===== src/rtl/score_pkg.sv =====
// Shared definitions for the score streaming blocks.
package score_pkg;

  // Default score width and the lane element type used by score producers.
  localparam int SCORE_W = 8;
  typedef logic [SCORE_W-1:0] score_t;

  // Width of the dropped-push counter exported by the stream FIFO.
  localparam int DROP_CNT_W = 16;

  // Lane extraction helper for a packed multi-lane score word.
  function automatic score_t lane_of(input logic [63:0] word, input int lane);
    return word[lane*SCORE_W +: SCORE_W];
  endfunction

endpackage


===== src/rtl/score_fifo_ram.sv =====
// Storage array for the score FIFO: one synchronous write port and one
// asynchronous read port so the head entry falls through without a read cycle.
module score_fifo_ram #(
  parameter int DEPTH  = 16,
  parameter int DATA_W = 32
) (
  input  logic                     clk,
  input  logic                     we,
  input  logic [$clog2(DEPTH)-1:0] waddr,
  input  logic [DATA_W-1:0]        wdata,
  input  logic [$clog2(DEPTH)-1:0] raddr,
  output logic [DATA_W-1:0]        rdata
);

  logic [DATA_W-1:0] mem [DEPTH];

  // Write port: contents are never reset, only the pointers that index them.
  always_ff @(posedge clk) begin
    if (we) begin
      mem[waddr] <= wdata;
    end
  end

  assign rdata = mem[raddr];

endmodule


===== src/rtl/score_stream_fifo.sv =====
// First-word-fall-through FIFO carrying LANES scores per entry, with
// occupancy level, registered almost-full/almost-empty flags, synchronous
// flush and an optional drop-on-full mode with a saturating drop counter.
module score_stream_fifo
  import score_pkg::*;
#(
  parameter int WIDTH        = 8,
  parameter int LANES        = 4,
  parameter int DEPTH        = 16,
  parameter int AF_LEVEL     = DEPTH - 2,
  parameter int AE_LEVEL     = 1,
  parameter int DROP_ON_FULL = 0
) (
  input  logic                     clk,
  input  logic                     rst,
  input  logic                     flush,
  input  logic                     s_valid,
  output logic                     s_ready,
  input  logic [LANES*WIDTH-1:0]   s_data,
  output logic                     m_valid,
  input  logic                     m_ready,
  output logic [LANES*WIDTH-1:0]   m_data,
  output logic [$clog2(DEPTH):0]   level,
  output logic                     almost_full,
  output logic                     almost_empty,
  output logic [DROP_CNT_W-1:0]    drop_cnt
);

  localparam int ADDR_W = $clog2(DEPTH);
  localparam int DW     = LANES * WIDTH;

  localparam logic [ADDR_W:0]     DEPTH_L = (ADDR_W + 1)'(DEPTH);
  localparam logic [ADDR_W:0]     AF_L    = (ADDR_W + 1)'(AF_LEVEL);
  localparam logic [ADDR_W:0]     AE_L    = (ADDR_W + 1)'(AE_LEVEL);
  localparam logic [ADDR_W-1:0]   PTR_ONE = ADDR_W'(1);
  localparam logic [ADDR_W:0]     LVL_ONE = (ADDR_W + 1)'(1);

  // Counter increment that holds at all-ones instead of wrapping.
  function automatic logic [DROP_CNT_W-1:0] sat_inc(input logic [DROP_CNT_W-1:0] v);
    return (v == {DROP_CNT_W{1'b1}}) ? v : v + DROP_CNT_W'(1);
  endfunction

  logic [ADDR_W-1:0]     wr_ptr_q, rd_ptr_q;
  logic [ADDR_W:0]       level_q, level_d;
  logic                  af_q, ae_q;
  logic [DROP_CNT_W-1:0] drop_cnt_q;

  logic full, empty;
  logic push, pop, drop;

  assign full  = (level_q == DEPTH_L);
  assign empty = (level_q == '0);

  // s_ready looks only at registered occupancy and rst, never at m_ready.
  assign s_ready = (DROP_ON_FULL != 0) ? !rst : (!full && !rst);
  assign m_valid = !empty;

  // A push in the flush cycle is discarded and is not counted as a drop.
  assign push = s_valid && s_ready && !full && !flush;
  assign pop  = m_valid && m_ready && !flush && !rst;
  assign drop = (DROP_ON_FULL != 0) && s_valid && full && !flush && !rst;

  // Next occupancy: flush empties; push and pop together leave level unchanged.
  always_comb begin
    level_d = level_q;
    if (flush) begin
      level_d = '0;
    end else begin
      case ({push, pop})
        2'b10:   level_d = level_q + LVL_ONE;
        2'b01:   level_d = level_q - LVL_ONE;
        default: level_d = level_q;
      endcase
    end
  end

  // Pointer, level and threshold registers; thresholds track level_d so the
  // flags line up with the level they describe in the same cycle.
  always_ff @(posedge clk) begin
    if (rst) begin
      wr_ptr_q <= '0;
      rd_ptr_q <= '0;
      level_q  <= '0;
      af_q     <= 1'b0;
      ae_q     <= 1'b1;
    end else if (flush) begin
      wr_ptr_q <= '0;
      rd_ptr_q <= '0;
      level_q  <= '0;
      af_q     <= (level_d >= AF_L);
      ae_q     <= (level_d <= AE_L);
    end else begin
      if (push) begin
        wr_ptr_q <= wr_ptr_q + PTR_ONE;
      end
      if (pop) begin
        rd_ptr_q <= rd_ptr_q + PTR_ONE;
      end
      level_q <= level_d;
      af_q    <= (level_d >= AF_L);
      ae_q    <= (level_d <= AE_L);
    end
  end

  // Dropped-push counter; only rst clears it, flush leaves it alone.
  always_ff @(posedge clk) begin
    if (rst) begin
      drop_cnt_q <= '0;
    end else if (drop) begin
      drop_cnt_q <= sat_inc(drop_cnt_q);
    end
  end

  score_fifo_ram #(
    .DEPTH  (DEPTH),
    .DATA_W (DW)
  ) u_ram (
    .clk   (clk),
    .we    (push),
    .waddr (wr_ptr_q),
    .wdata (s_data),
    .raddr (rd_ptr_q),
    .rdata (m_data)
  );

  assign level        = level_q;
  assign almost_full  = af_q;
  assign almost_empty = ae_q;
  assign drop_cnt     = drop_cnt_q;

endmodule

===== config.mk =====
export PLATFORM = sky130hd
export DESIGN_NAME = score_stream_fifo
export DESIGN_NICKNAME = d
export VERILOG_FILES = /design/src/rtl/score_pkg.sv /design/src/rtl/score_fifo_ram.sv /design/src/rtl/score_stream_fifo.sv
export SDC_FILE = /design/constraint.sdc
export NUM_CORES = 1
export LEC_CHECK = 0
export BUFFER_PORTS_ARGS = -buffer_cell sky130_fd_sc_hd__buf_2
export CAP_MARGIN = 20
export CORE_MARGIN = 3
export CORE_UTILIZATION = 40
export CTS_BUF_LIST = sky130_fd_sc_hd__clkbuf_8 sky130_fd_sc_hd__clkbuf_16
export CTS_CLUSTER_DIAMETER = 50
export DETAILED_ROUTE_END_ITERATION = 8
export PLACE_DENSITY = 0.65
export REMOVE_ABC_BUFFERS = 1
export SYNTH_ARGS = -nofsm -noshare
export SYNTH_HDL_FRONTEND = slang
export SYNTH_HIERARCHICAL = 1
export SYNTH_SLANG_ARGS = --single-unit

===== constraint.sdc =====
create_clock -name clk -period 5.75 [get_ports clk]
set_input_delay 0.575 -clock clk [delete_from_list [all_inputs] [get_ports clk]]
set_output_delay 0.575 -clock clk [all_outputs]
set_load 0.1 [all_outputs]

== Yosys cells after proc, flatten, opt, wreduce, memory -nomap -nowiden ==
Memories as Yosys holds them, arrays and structs flattened. A register that Yosys moved wholly into a read port is not among the register bits.
Index checks and enable logic that the tools add are counted.

* Add/sub/neg operators: 4
* $lt $le $gt $ge: 2
* Eq/ne operators: 3
* Muxes and demuxes: 6
* Reduce and logical (&&, ||, !) cells: 13

{| class="wikitable"
|+ Operator list
! kind !! number
|-
| 5-bit one-hot mux with 2 select lines || 1
|-
| 4-bit by 1-bit adder with 4-bit output (second input constant) || 2
|-
| 4-bit 2-to-1 mux || 2
|-
| 1-bit logical AND || 7
|-
| 5-bit by 1-bit adder with 5-bit output (second input constant) || 1
|-
| 5-bit equality test (second input constant) || 1
|-
| 5-bit by 4-bit >= comparator with 1-bit output (second input constant) || 1
|-
| 5-bit by 1-bit <= comparator with 1-bit output (second input constant) || 1
|-
| 5-bit zero test || 1
|-
| 5-bit 2-to-1 mux || 1
|-
| 5-bit by 1-bit subtractor with 5-bit output (second input constant) || 1
|-
| 1-bit zero test || 4
|-
| 2-bit by 1-bit equality test with 1-bit output (second input constant) || 1
|-
| 2-bit equality test (second input constant) || 1
|-
| 1-bit 2-to-1 mux || 2
|-
| 2-bit OR reduction || 1
|}

* Flip-flop bits (word level): 15
* Memory bits (writable): 512
* Output and inout port bits: 57
* Memories kept: 1

{| class="wikitable"
|+ Memories
! name !! depth !! width !! read ports !! clocked after Yosys merged registers in !! wr ports !! line !! RTL
|-
| u_ram.mem || 16 || 32 || 1 || 1 || 1 || score_fifo_ram.sv:15 || <nowiki>logic [DATA_W-1:0] mem [DEPTH];</nowiki>
|}

== Longest topological paths before layout ==
* Word-level depth: 10
* Mapped depth: 12

== Hierarchy ==
Netlist, hierarchy kept.

{| class="wikitable"
|+ Modules (own cells, without submodules)
! module !! times used !! cells each !! area an instance (µm²)
|-
| score_fifo_ram || 1 || 806 || 19213.4
|-
| score_stream_fifo || 1 || 110 || 948.4
|}

== Least setup slack after synthesis ==
OpenSTA, ideal clock, no wires.

* Kind: register to register
* Start point: register level_q[2], in the netlist level[2]
* End point: memory u_ram.mem[0][0] (enable)
* Library setup time: 0.461 ns
* Arrival time: 4.411 ns
* Data required time: 5.289 ns
* Setup slack: 0.878 ns
* Cell stages (with the launch flop): 7
* Buffers on the path: 0
* Period minus slack after synthesis: 4.872 ns
* Cells stage by stage: dfxtp_1 -> nor4_4 -> a21boi_2 -> nand2_1 -> inv_1 -> or3b_2 -> nor3_1

* Longest elaborated chain between the ends: 8

{| class="wikitable"
|+ RTL lines
! what !! line !! RTL
|-
| start: declaration || score_stream_fifo.sv:44 || <nowiki>logic [ADDR_W:0] level_q, level_d;</nowiki>
|-
| start signal: assignment || score_stream_fifo.sv:99 || <nowiki>level_q <= level_d;</nowiki>
|-
| 5-bit equality test * || score_stream_fifo.sv:51 || <nowiki>assign full = (level_q == DEPTH_L);</nowiki>
|-
| 1-bit zero test * || score_stream_fifo.sv:55, score_stream_fifo.sv:59 ||
|-
| 1-bit logical AND || score_stream_fifo.sv:55 || <nowiki>assign s_ready = (DROP_ON_FULL != 0) ? !rst : (!full && !rst);</nowiki>
|-
| 1-bit logical AND || score_stream_fifo.sv:59 || <nowiki>assign push = s_valid && s_ready && !full && !flush;</nowiki>
|-
| 1-bit logical AND * (2 in a row) || score_stream_fifo.sv:59 ||
|-
| via push || score_stream_fifo.sv:49 || <nowiki>logic push, pop, drop;</nowiki>
|-
| 1-bit 2-to-1 mux * || score_fifo_ram.sv:19 || <nowiki>if (we) begin</nowiki>
|-
| 1-bit 2-to-1 mux (not written as such) * || score_fifo_ram.sv:20 || <nowiki>mem[waddr] <= wdata;</nowiki>
|-
| end: declaration || score_fifo_ram.sv:15 ||
|}

Mark *: on every way through the listed nets, which the timed path passes. The rest lies on a longest branch.

==> summary.md <==
| Metric | Value |
|---|---|
| Die area | 53100 um^2 |
| # setup viols final | 0 |
| Layout cells sized above 1 | 31.6% |
| Initial antenna violation count | 3 |
| Status | finished clean |
| Post-synthesis mux area share | 14.4% |
| First-pass iteration count of the detailed router | 5 |
| F_max | 265 MHz |
| Clk sinks | 527 |
| Synth area leaders | edfxtp_1 (76%), mux4_2 (14%), a22oi_1 (2.4%) |
| Worst Path Required | 5.18 ns |
| Worst Max-Slew Pin Slew | 1.11 ns |
| Syn_area_per_cell | 22.0 um^2 |
| Clk slew on worst S/H paths | 0.06 ns |
| XOR/XNOR Fraction of Synth Area | 0.391% |
| Most common cell in the netlist | edfxtp_1 |
| Commonest cells in the netlist | edfxtp_1 (512), mux4_2 (128), a22oi_1 (64), nand2_1 (37), nor2_1 (29) |
| Worst vdd ir | 0.207 mV |
| First-pass GRT wire length | 63500 um |
| Total grt overflow | 0 |
| Postcts setup bufs | 0 |
| Tmin final | 3.77 ns |
| CORE AREA | 49400 um^2 |
| P&R area growth vs syn | 14.8% |
| Endpoint class of the critical path | primary output |
| Crit start category | flop |
| Worst-Skew Late Latency | 0.59 ns |
| Synth top area share | 76.3% |
| Final WL | 42200 um |
| Max cap viols | 0 |
| Post_cts resized | 0 |
| Cell variety after synth | 42 |
| P per Cell Area | 335 nW/um^2 |
| Power Total | 0.00775 W |
| Post-synthesis simple-gate area fraction | 2.23% |
| Die Y | 231 um |
| Min-delay worst type | in -> reg |
| CP arrival | 3.20 ns |
| Area leader, netlist | edfxtp_1 |
| FP Rows | 81 |
| DRC | 0 |
| Largest net degree at the start of global routing | 74 |
| CTS H-tree lvls | 2 |
| Setup_tns | 0 ns |
| Number of global-route vias before repair | 9741 |
| Leak pwr | 7.22 nW |
| Synthesized netlist cell count | 916 |
| Post-synthesis adder-cell area fraction | 0.472% |
| Die width | 231 um |
| Register bit total from synthesis | 527 |
| Critical path type | reg -> out |
| Post-synthesis cell area | 20200 um^2 |
| GRT Util Overall | 16.1% |
| Slew Viols, Final | 0 |
| Post-synth EDFFs | 512 |
| CTS Buf Count | 52 |
| Tcrit/Tclk final | 65.6% |
| CTS Buffer Depth | 3 |
| Largest family of logic cells by synthesized area | multiplexers |
| # hold bufs at CTS | 0 |
| Ys Warns | 6 |
| Vias | 9453 |
| Initial core utilization | 40.8% |
| Wire length per cell | 24.4 um |
| Post-synthesis compound-gate area fraction | 2.84% |
| Iteration-0 DRC Markers | 973 |
| Vias per std cell | 5.46 |
| CTS tree | done |
| DPL Wire Length | 22400 um |
| RSZ-0062 raised after global routing | no |
| Top_reg_cell synth | edfxtp_1 |
| Root buf cell | clkbuf_16 |
| GPL Wtd Cong | 0.711 |
| Async set-reset flop share out of synthesis | 0% |
| Rel. slew slack | 26.1% |
| Clk_skew | 0.0175 ns |
| Crit Path Max Fanout | 38 |
| Antenna Nets Post-Route | 0 |
| Antenna cell count | 0 |
| Fin. Hold Viols | 0 |
| Port buffer count | 77 |
| Post-synthesis sequential area ratio | 77.7% |
| Fin nets | 1071 |
| Ports | 94 |
==> layer usage <==
layer,share of wire (%),GRT usage (%)
met1,43,22.7
met2,49,25.8
met3,6.6,3.55
met4,1.7,4.17
met5,0.078,0
==> registers in the layout, summed over array words and instances (netlist names) <==
register,count
almost_empty,1
almost_full,1
level,5
rd_ptr_q,4
u_ram/mem,512
wr_ptr_q,4
==> critical path, stage by stage, from the launching register on <==
cell and delay [ns]:
dfxtp_4 0.89, buf_12 0.40, mux4_2 0.55, a22oi_1 0.22
nand2_1 0.19, buf_2 0.34
==> kinds of logic (layout without fill, tap and decap cells) <==
| kind of cell | count (synthesis) | after routing |
|---|---|---|
| other | 1 | 16 |
| multiplexers | 131 | 131 |
| buffers and inverters | 67 | 204 |
| adder cells (fa/ha/maj) | 7 | 7 |
| flip-flops | 527 | 527 |
| AO/OA/AOI/OAI | 79 | 79 |
| AND/OR/NAND/NOR | 95 | 95 |
| XOR/XNOR | 9 | 9 |
==> final cells by class <==
cell class | count | area [um^2]
multi-input cells | 337 | 4300
inverters | 5 | 18.8
well taps | 664 | 831
flip-flops and latches | 527 | 15700
clock inverters | 43 | 367
clock buffers | 52 | 1300
repair buffers | 104 | 651
fillers | 4058 | 26200
==> power breakdown <==
group | leakage [nW] | internal [W] | switching [W]
sequential | 4.73 | 0.00422 | 0.00000694
clock | 0.852 | 0.00188 | 0.00140
combinational | 1.64 | 0.0000460 | 0.000195
==> path summary, 6_finish.rpt <==
kind	startpoint	end	slack [ns]	cells past startpoint
setup / recovery	rd_ptr_q[0]	m_data[10]	1.98	5
setup reg to reg	level[2]	u_ram/mem[3][1]	2.59	7
hold / removal	flush	almost_empty	0.27	3
hold reg to reg	wr_ptr_q[3]	wr_ptr_q[3]	0.59	2
==> cells in the final DEF (no fill, tap or decap), types with 6 or more instances in the layout <==
cell type | netlist | final
dfxtp_1 | 15 | 13
a22oi_1 | 64 | 64
mux4_2 | 128 | 128
buf_4 | 27 | 22
a21oi_1 | 6 | 6
xor2_1 | 7 | 7
ha_1 | 6 | 6
clkbuf_16 | 0 | 52
nand2_1 | 37 | 37
edfxtp_1 | 512 | 512
conb_1 | 1 | 16
clkinv_1 | 0 | 11
nor2_1 | 29 | 16
inv_1 | 4 | 12
nor2_4 | 0 | 13
clkinv_2 | 0 | 10
buf_2 | 5 | 77
==> stage by stage <==
step | utilization (%) | cell area [um^2] | worst slack (ns) | hold slack, ns | cells
5_1_grt | 46.9 | 23200 | 1.72 | 0.275 | 1732
3_3_place_gp | 43.5 | 21500 | 2.49 | 0.558 | 1635
6_report | 46.9 | 23200 | 1.98 | 0.266 | 1732
4_1_cts | 46.9 | 23100 | 1.87 | 0.232 | 1730
3_5_place_dp | 43.5 | 21500 | 2.50 | 0.581 | 1635
2_1_floorplan | - | 19900 | -1.61 | 0.488 | 869
Power figures use the tool's default switching activity.
